### src/rtl/cla_seq_pkg.sv
// Shared definitions for the nibble-serial CLA sequencer: nibble width and FSM state encoding.
package cla_seq_pkg;

    localparam int unsigned NIB_W = 4;

    typedef enum logic [1:0] {
        IDLE    = 2'd0,
        ISSUE   = 2'd1,
        CAPTURE = 2'd2,
        DONE    = 2'd3
    } seq_state_e;

endpackage

### src/rtl/cla_nibble_sequencer.sv
// Nibble-serial adder: streams WIDTH/4 nibbles through an external registered 4-bit CLA stage.
// Optional macro CLA_SEQ_SUB_EN adds an 'op' input selecting a-b instead of a+b+cin.
module cla_nibble_sequencer
    import cla_seq_pkg::*;
#(
    parameter int unsigned WIDTH = 16
) (
    input  logic                 clk,
    input  logic                 rst_n,
    input  logic                 start,
    input  logic [WIDTH-1:0]     a,
    input  logic [WIDTH-1:0]     b,
    input  logic                 cin,
`ifdef CLA_SEQ_SUB_EN
    input  logic                 op,
`endif
    output logic                 busy,
    output logic                 done,
    output logic [WIDTH-1:0]     sum,
    output logic                 cout,
    output logic                 stage_en,
    output logic [NIB_W-1:0]     stage_a,
    output logic [NIB_W-1:0]     stage_b,
    output logic                 stage_cin,
    input  logic [NIB_W:0]       stage_q
);

    localparam int unsigned N   = WIDTH / NIB_W;
    localparam int unsigned K_W = (N > 1) ? $clog2(N) : 1;
    localparam logic [K_W-1:0]   K_LAST   = K_W'(N - 1);
    localparam logic [WIDTH-1:0] NIB_MASK = {{(WIDTH - NIB_W){1'b0}}, {NIB_W{1'b1}}};

    seq_state_e           state_q, state_d;
    logic [K_W-1:0]       k_q, k_d;
    logic [WIDTH-1:0]     a_q, a_d;
    logic [WIDTH-1:0]     b_q, b_d;
    logic                 cin_q, cin_d;
    logic                 carry_q, carry_d;
    logic [WIDTH-1:0]     sum_q, sum_d;
    logic                 cout_q, cout_d;
    logic                 busy_q, busy_d;
    logic                 done_q, done_d;
    logic                 stage_en_q, stage_en_d;
    logic [NIB_W-1:0]     stage_a_q, stage_a_d;
    logic [NIB_W-1:0]     stage_b_q, stage_b_d;
    logic                 stage_cin_q, stage_cin_d;

    // State and datapath registers
    always_ff @(posedge clk or negedge rst_n) begin
        if (!rst_n) begin
            state_q     <= IDLE;
            k_q         <= '0;
            a_q         <= '0;
            b_q         <= '0;
            cin_q       <= 1'b0;
            carry_q     <= 1'b0;
            sum_q       <= '0;
            cout_q      <= 1'b0;
            busy_q      <= 1'b0;
            done_q      <= 1'b0;
            stage_en_q  <= 1'b0;
            stage_a_q   <= '0;
            stage_b_q   <= '0;
            stage_cin_q <= 1'b0;
        end else begin
            state_q     <= state_d;
            k_q         <= k_d;
            a_q         <= a_d;
            b_q         <= b_d;
            cin_q       <= cin_d;
            carry_q     <= carry_d;
            sum_q       <= sum_d;
            cout_q      <= cout_d;
            busy_q      <= busy_d;
            done_q      <= done_d;
            stage_en_q  <= stage_en_d;
            stage_a_q   <= stage_a_d;
            stage_b_q   <= stage_b_d;
            stage_cin_q <= stage_cin_d;
        end
    end

    // Next state, operand capture, nibble write-back and registered output decode
    always_comb begin
        state_d     = state_q;
        k_d         = k_q;
        a_d         = a_q;
        b_d         = b_q;
        cin_d       = cin_q;
        carry_d     = carry_q;
        sum_d       = sum_q;
        cout_d      = cout_q;
        busy_d      = 1'b0;
        done_d      = 1'b0;
        stage_en_d  = 1'b0;
        stage_a_d   = '0;
        stage_b_d   = '0;
        stage_cin_d = 1'b0;

        unique case (state_q)
            IDLE, DONE: begin
                if (start) begin
                    a_d     = a;
                    k_d     = '0;
                    state_d = ISSUE;
`ifdef CLA_SEQ_SUB_EN
                    // Subtract as a + ~b + 1; cout then reads as "no borrow"
                    b_d     = op ? ~b : b;
                    cin_d   = op ? 1'b1 : cin;
`else
                    b_d     = b;
                    cin_d   = cin;
`endif
                end else begin
                    state_d = IDLE;
                end
            end
            ISSUE: begin
                state_d = CAPTURE;
            end
            CAPTURE: begin
                sum_d   = (sum_q & ~(NIB_MASK << (NIB_W * k_q)))
                        | (WIDTH'(stage_q[NIB_W-1:0]) << (NIB_W * k_q));
                carry_d = stage_q[NIB_W];
                if (k_q != K_LAST) begin
                    k_d     = k_q + K_W'(1);
                    state_d = ISSUE;
                end else begin
                    cout_d  = stage_q[NIB_W];
                    state_d = DONE;
                end
            end
            default: begin
                state_d = IDLE;
            end
        endcase

        // Outputs are decoded from the next state so they line up with the state register
        busy_d = (state_d == ISSUE) || (state_d == CAPTURE);
        done_d = (state_d == DONE);
        if (state_d == ISSUE) begin
            stage_en_d  = 1'b1;
            stage_a_d   = NIB_W'(a_d >> (NIB_W * k_d));
            stage_b_d   = NIB_W'(b_d >> (NIB_W * k_d));
            stage_cin_d = (k_d == '0) ? cin_d : carry_d;
        end
    end

    assign busy      = busy_q;
    assign done      = done_q;
    assign sum       = sum_q;
    assign cout      = cout_q;
    assign stage_en  = stage_en_q;
    assign stage_a   = stage_a_q;
    assign stage_b   = stage_b_q;
    assign stage_cin = stage_cin_q;

endmodule
### config.mk
export PLATFORM = sky130hd
export DESIGN_NAME = cla_nibble_sequencer
export DESIGN_NICKNAME = d
export VERILOG_FILES = /design/src/rtl/cla_seq_pkg.sv /design/src/rtl/cla_nibble_sequencer.sv
export SDC_FILE = /design/constraint.sdc
export NUM_CORES = 1
export LEC_CHECK = 0
export CORE_MARGIN = 3
export CORE_UTILIZATION = 52
export DETAILED_ROUTE_END_ITERATION = 7
export GPL_ROUTABILITY_DRIVEN = 0
export PLACE_DENSITY_LB_ADDON = 0.3
export SYNTH_ARGS = -nofsm -noshare
export SYNTH_HDL_FRONTEND = slang
export SYNTH_SLANG_ARGS = --single-unit
### constraint.sdc
create_clock -name clk -period 5.4 [get_ports clk]
set_input_delay 0.81 -clock clk [delete_from_list [all_inputs] [get_ports clk]]
set_output_delay 0.81 -clock clk [all_outputs]
set_load 0.03 [all_outputs]
==> results of run 1 <==
-- power groups by stage --
stage	logic, mW	clock network (mW)	registers [mW]
floorplan	0.569	0	0.932
global placement	0.964	0	0.803
detailed placement	0.993	0	0.818
CTS	1.00	0.403	0.810
global route	1.07	0.428	0.829
finish	0.986	0.394	0.808
-- flip-flops by register name, summed over array words and instances, names as in the netlist --
register,cells
b_q,16
done,1
sum,16
stage_en,1
stage_b,4
cout,1
a_q,16
carry_q,1
cin_q,1
k_q,2
stage_a,4
state_q,2
busy,1
stage_cin,1
-- metal layers --
metal	global-route usage, %	vias to the layer above
li1	-	802
met1	26.19	847
met2	27.71	54
met3	5.079	9
met4	9.278	0
met5	0	-
-- critical path: stages --
cell and delay [ns]:
clkdlybuf4s50_1 0.43, nand2_2 0.70, o21ai_0 0.36, ha_1 0.36, and2_1 0.24, o2bb2ai_1 0.16
-- cells in the final DEF, fill, tap and decap left out, types with 2 or more instances in the layout --
| cell type | synthesis | layout |
|---|---|---|
| clkbuf_8 | 0 | 10 |
| nor2b_1 | 2 | 2 |
| mux2_2 | 51 | 51 |
| o21ai_1 | 2 | 2 |
| clkdlybuf4s50_1 | 0 | 68 |
| inv_1 | 6 | 6 |
| mux2i_1 | 8 | 8 |
| o21ai_0 | 2 | 2 |
| mux4_2 | 8 | 8 |
| nand3_1 | 2 | 2 |
| nand3b_1 | 2 | 2 |
| o2bb2ai_1 | 8 | 8 |
| clkinv_2 | 0 | 2 |
| ha_1 | 4 | 4 |
| dfrtp_1 | 67 | 67 |
-- how the worst max path moves through the flow --
stage | start | to | slack (ns) | cells past startpoint
after CTS | start | stage_b[0] | 2.51 | 6
after global routing | start | stage_b[0] | 2.36 | 6
after global placement | start | stage_b[0] | 2.24 | 6
final | start | stage_a[2] | 2.54 | 6
after detailed placement | start | stage_a[2] | 2.19 | 6
after floorplan | start | stage_a[0] | 3.00 | 8
-- final cells by class --
type | instances | share of cell area (%)
multi-input cells | 99 | 29.01
clock buffers | 11 | 3.772
inverters | 6 | 0.6008
well taps | 70 | 2.336
repair buffers | 70 | 18.49
flip-flops and latches | 67 | 44.73
clock inverters | 3 | 1.068
-- cell families after synthesis --
| logic type | after synthesis | share of synthesized area, % |
|---|---|---|
| mux | 67 | 29.62 |
| buf+inv | 12 | 1.998 |
| simple gates | 11 | 2.131 |
| compound gates | 17 | 4.974 |
| fa+ha+maj | 4 | 1.776 |
| flops | 67 | 59.50 |
-- through the flow --
step,worst slack (ns),area [um2]
global route,2.362,3749
global placement,2.245,3567
detailed placement,2.189,3567
floorplan,2.998,2818
finish,2.539,3749
CTS,2.512,3749
==> metrics.yaml, run 1 <==
status: "completed"
cp_data_arrival_time_ns: 3.07
min_to: "b_q[5]"
clock_path_buffers: 2
post_route_cells_drive_above_1_share_pct: 30.08
dp_hpwl_mm: 3.813
synth_top_area_share_pct: 59.50
numClockSinks: 67
irDropWorstVdd_v: 0.0003394
synth_top_area_cell: "dfrtp_1"
ys_top_cells_by_count: "67 x dfrtp_1, 51 x mux2_2, 8 x mux2i_1, 8 x mux4_2, 8 x o2bb2ai_1"
tightestPinTransition_ns: 0.9497
grt_pass1_wl_mm: 8.804
wl_met3_um: 301
firstDrtPassIters: 4
synthCells: 178
detail-route-antenna-nets: 0
wl_per_cell_um: 16.53
dr.first_iter.drc_count: 40
p_leak_nw: 1.568
track_usage_pct: 18.93
clkSlewWorstSetupHoldPaths_ns: 0.07
power_mw: 2.188
die_h_um: 79.61
port_buffers: 69
timing.hold.ws_ns: 0.4977
min_path_cells: 1
netlist_area_mm2: 0.002818
ctsRootBufferMaster: "clkbuf_8"
final_cells: 326
synth-seq-area-share_pct: 59.50
synth.net_count: 223
cap_violations: 0
pwr-share-comb_pct: 45.1
fmaxAchievable_mhz: 349.6
routed_wl_mm: 5.388
die_width_um: 79.61
hold_class: "flop to flop"
avgSynthCellArea_um2: 15.83
r2r-start: "state_q[0]"
ys_ff_latch: 67
drc_errors: 0
switching_share_pct: 34.29
highest_layer: "met4"
row_count: 26
cp-end-kind: "flop"
maxSlewViolCount: 0
power.clock.fraction_pct: 18.0
htree_levels: 3
cts_setup_buffers: 0
design.core.area_mm2: 0.005172
rsz0062_at_grt: "no"
hold_buffers: 0
setup_viol: 0
r2r_end: "stage_a[2]"
dp_cells: 312
power_switching_uw: 750.1
syn_to_final_growth_pct: 33.04
fin_skew_ns: 0.004671
synth.area.top_cells: "dfrtp_1 60%, mux2_2 20%, mux4_2 6.4%"
final-seq-area_mm2: 0.001677
wl_met1_mm: 2.453
ys_types: 25
reg2reg_depth: 7
initial_core_util_pct: 54.48
yosysWarnings: 0
multi_input_area_mm2: 0.001087
grt_max_degree: 68
routed-wl-met2_mm: 2.533
async_reset_ff_share_pct: 100.0
dieArea_mm2: 0.006338
start_kind: "primary input"
fill_cells: 350
grt_pass1_vias: 1768
fin_util_pct: 72.47
hold_viol: 0
nets: 298
vias: 1712
synth_edf_count: 0
antenna_found_initial: 0
cts_buffers: 9
pwr_density_cell_mw_per_mm2: 583.6
overflow: 0
io_pins: 70
antennaDiodeCount: 0
fin_crit_sh_pct: 52.97
maxSlewHeadroom_pct: 36.46
viasPerCell: 5.252
critPathRequiredTime_ns: 5.61
cts_tree: "yes"
seqPwrFrac_pct: 36.9
crit_path_max_fanout: 42
post-route-min-period_ns: 2.861
cts_resized: 0
synth.most_common_cell: "dfrtp_1"
hp-start: "b_q[5]"
tns_ns: 0
clk-insertion-delay-late_ns: 0.34
rrSetupSlack_ns: 2.69
crit_type: "primary input to flop"
intPower_mw: 1.438
synth_flop_cell: "dfrtp_1"
Note: power is estimated with default switching activity, not from simulation.
==> inputs of run 2 (changes only) <==
- CORE_UTILIZATION: 52 -> 49
- clock period: 5.4 -> 2.95 ns (I/O delays scaled with it)
==> metrics.yaml, run 2 (synthesis results as in run 1) <==
status: "completed"
numClockSinks: 67
reg2reg_depth: 6
viasPerCell: 5.267
timing.hold.ws_ns: 0.1770
irDropWorstVdd_v: 0.0004958
dp_cells: 314
antenna_found_initial: 0
detail-route-antenna-nets: 0
crit_path_max_fanout: 19
cts_setup_buffers: 0
critPathRequiredTime_ns: 3.16
start_kind: "flop"
routed_wl_mm: 5.496
met2_usage_pct: 27.14
dp_hpwl_mm: 4.010
placed_area_mm2: 0.003582
antennaDiodeCount: 0
port_buffers: 69
hold_buffers: 0
grtUsageMet1_pct: 26.16
ctsRootBufferMaster: "clkbuf_8"
clkSlewWorstSetupHoldPaths_ns: 0.07
clk-insertion-delay-late_ns: 0.34
stdcell_area_mm2: 0.003776
cts_resized: 0
post_route_cells_drive_above_1_share_pct: 30.50
layout_common_cells: "68 x clkdlybuf4s50_1, 67 x dfrtp_1, 51 x mux2_2"
worst_slack_ns: 0.6286
fin_crit_sh_pct: 78.69
design.core.area_mm2: 0.005335
row_count: 26
cts_tree: "yes"
fmaxAchievable_mhz: 430.8
drc_errors: 0
pwr_density_cell_mw_per_mm2: 1064
syn_to_final_growth_pct: 34.01
crit_type: "flop to flop"
post-route-min-period_ns: 2.321
final_cells: 329
htree_levels: 3
grt_pass1_wl_mm: 8.970
nets: 300
grtUsageMet3_pct: 4.276
tns_ns: 0
initial_core_util_pct: 52.81
setup_viol: 0
top_usage_layer: "met2"
cts_buffers: 9
firstDrtPassIters: 4
maxSlewViolCount: 0
track_usage_pct: 18.58
grt_max_degree: 42
p_leak_nw: 1.581
vias: 1733
grt_pass1_vias: 1826
tightestPinTransition_ns: 0.7708
dp_slack_ns: 0.5963
maxSlewHeadroom_pct: 48.42
dr.first_iter.drc_count: 74
cp-end-kind: "flop"
hold_viol: 0
cap_violations: 0
layout_commonest_cell: "clkdlybuf4s50_1"
overflow: 0
hold_class: "primary input to async pin"
clock_path_buffers: 2
die_width_um: 81.83
rsz0062_at_grt: "no"
dieArea_mm2: 0.006696
fin_util_pct: 70.78
fin_skew_ns: 0.007959
power_mw: 4.017
cp_data_arrival_time_ns: 2.54
wl_per_cell_um: 16.71
die_h_um: 81.83
io_pins: 70
==> run 2: worst max-delay path: stages, from the launching register on <==
cell,delay [ns]
dfrtp_1,0.38
inv_1,0.07
ha_1,0.25
inv_1,0.13
o21ai_4,0.64
mux4_2,0.59
o2bb2ai_1,0.14
==> run 2: final cells by class <==
cell class                 instances  area, um2
multi-input combinational         99       1087
tap                               70      87.58
fill                             376       1559
clock inverter                     2      35.03
timing repair buffer              72      708.2
sequential                        67       1677
inverter                           6      22.52
clock buffer                      13      158.9
==> run 2: power breakdown <==
part / internal [mW] / switching [mW] / leakage (nW)
registers: 1.32 / 0.155 / 0.809
clock network: 0.431 / 0.311 / 0.0995
logic: 0.916 / 0.889 / 0.673
==> run 2: routing by layer <==
layer  wire [um]  vias up
met3         291        9
li1            -      809
met1        2587      856
met5           0        -
met4         102        0
met2        2514       59
==> run 2: final timing paths <==
kind                       startpoint         end  slack [ns]
setup reg to reg           state_q[0]  stage_a[0]        0.63
setup / recovery           state_q[0]  stage_a[0]        0.63
max in group asynchronous       rst_n     sum[15]        2.05
min in group clk               a_q[1]      a_q[1]        0.50
hold reg to reg                a_q[1]      a_q[1]        0.50
hold / removal                  rst_n  state_q[1]        0.18
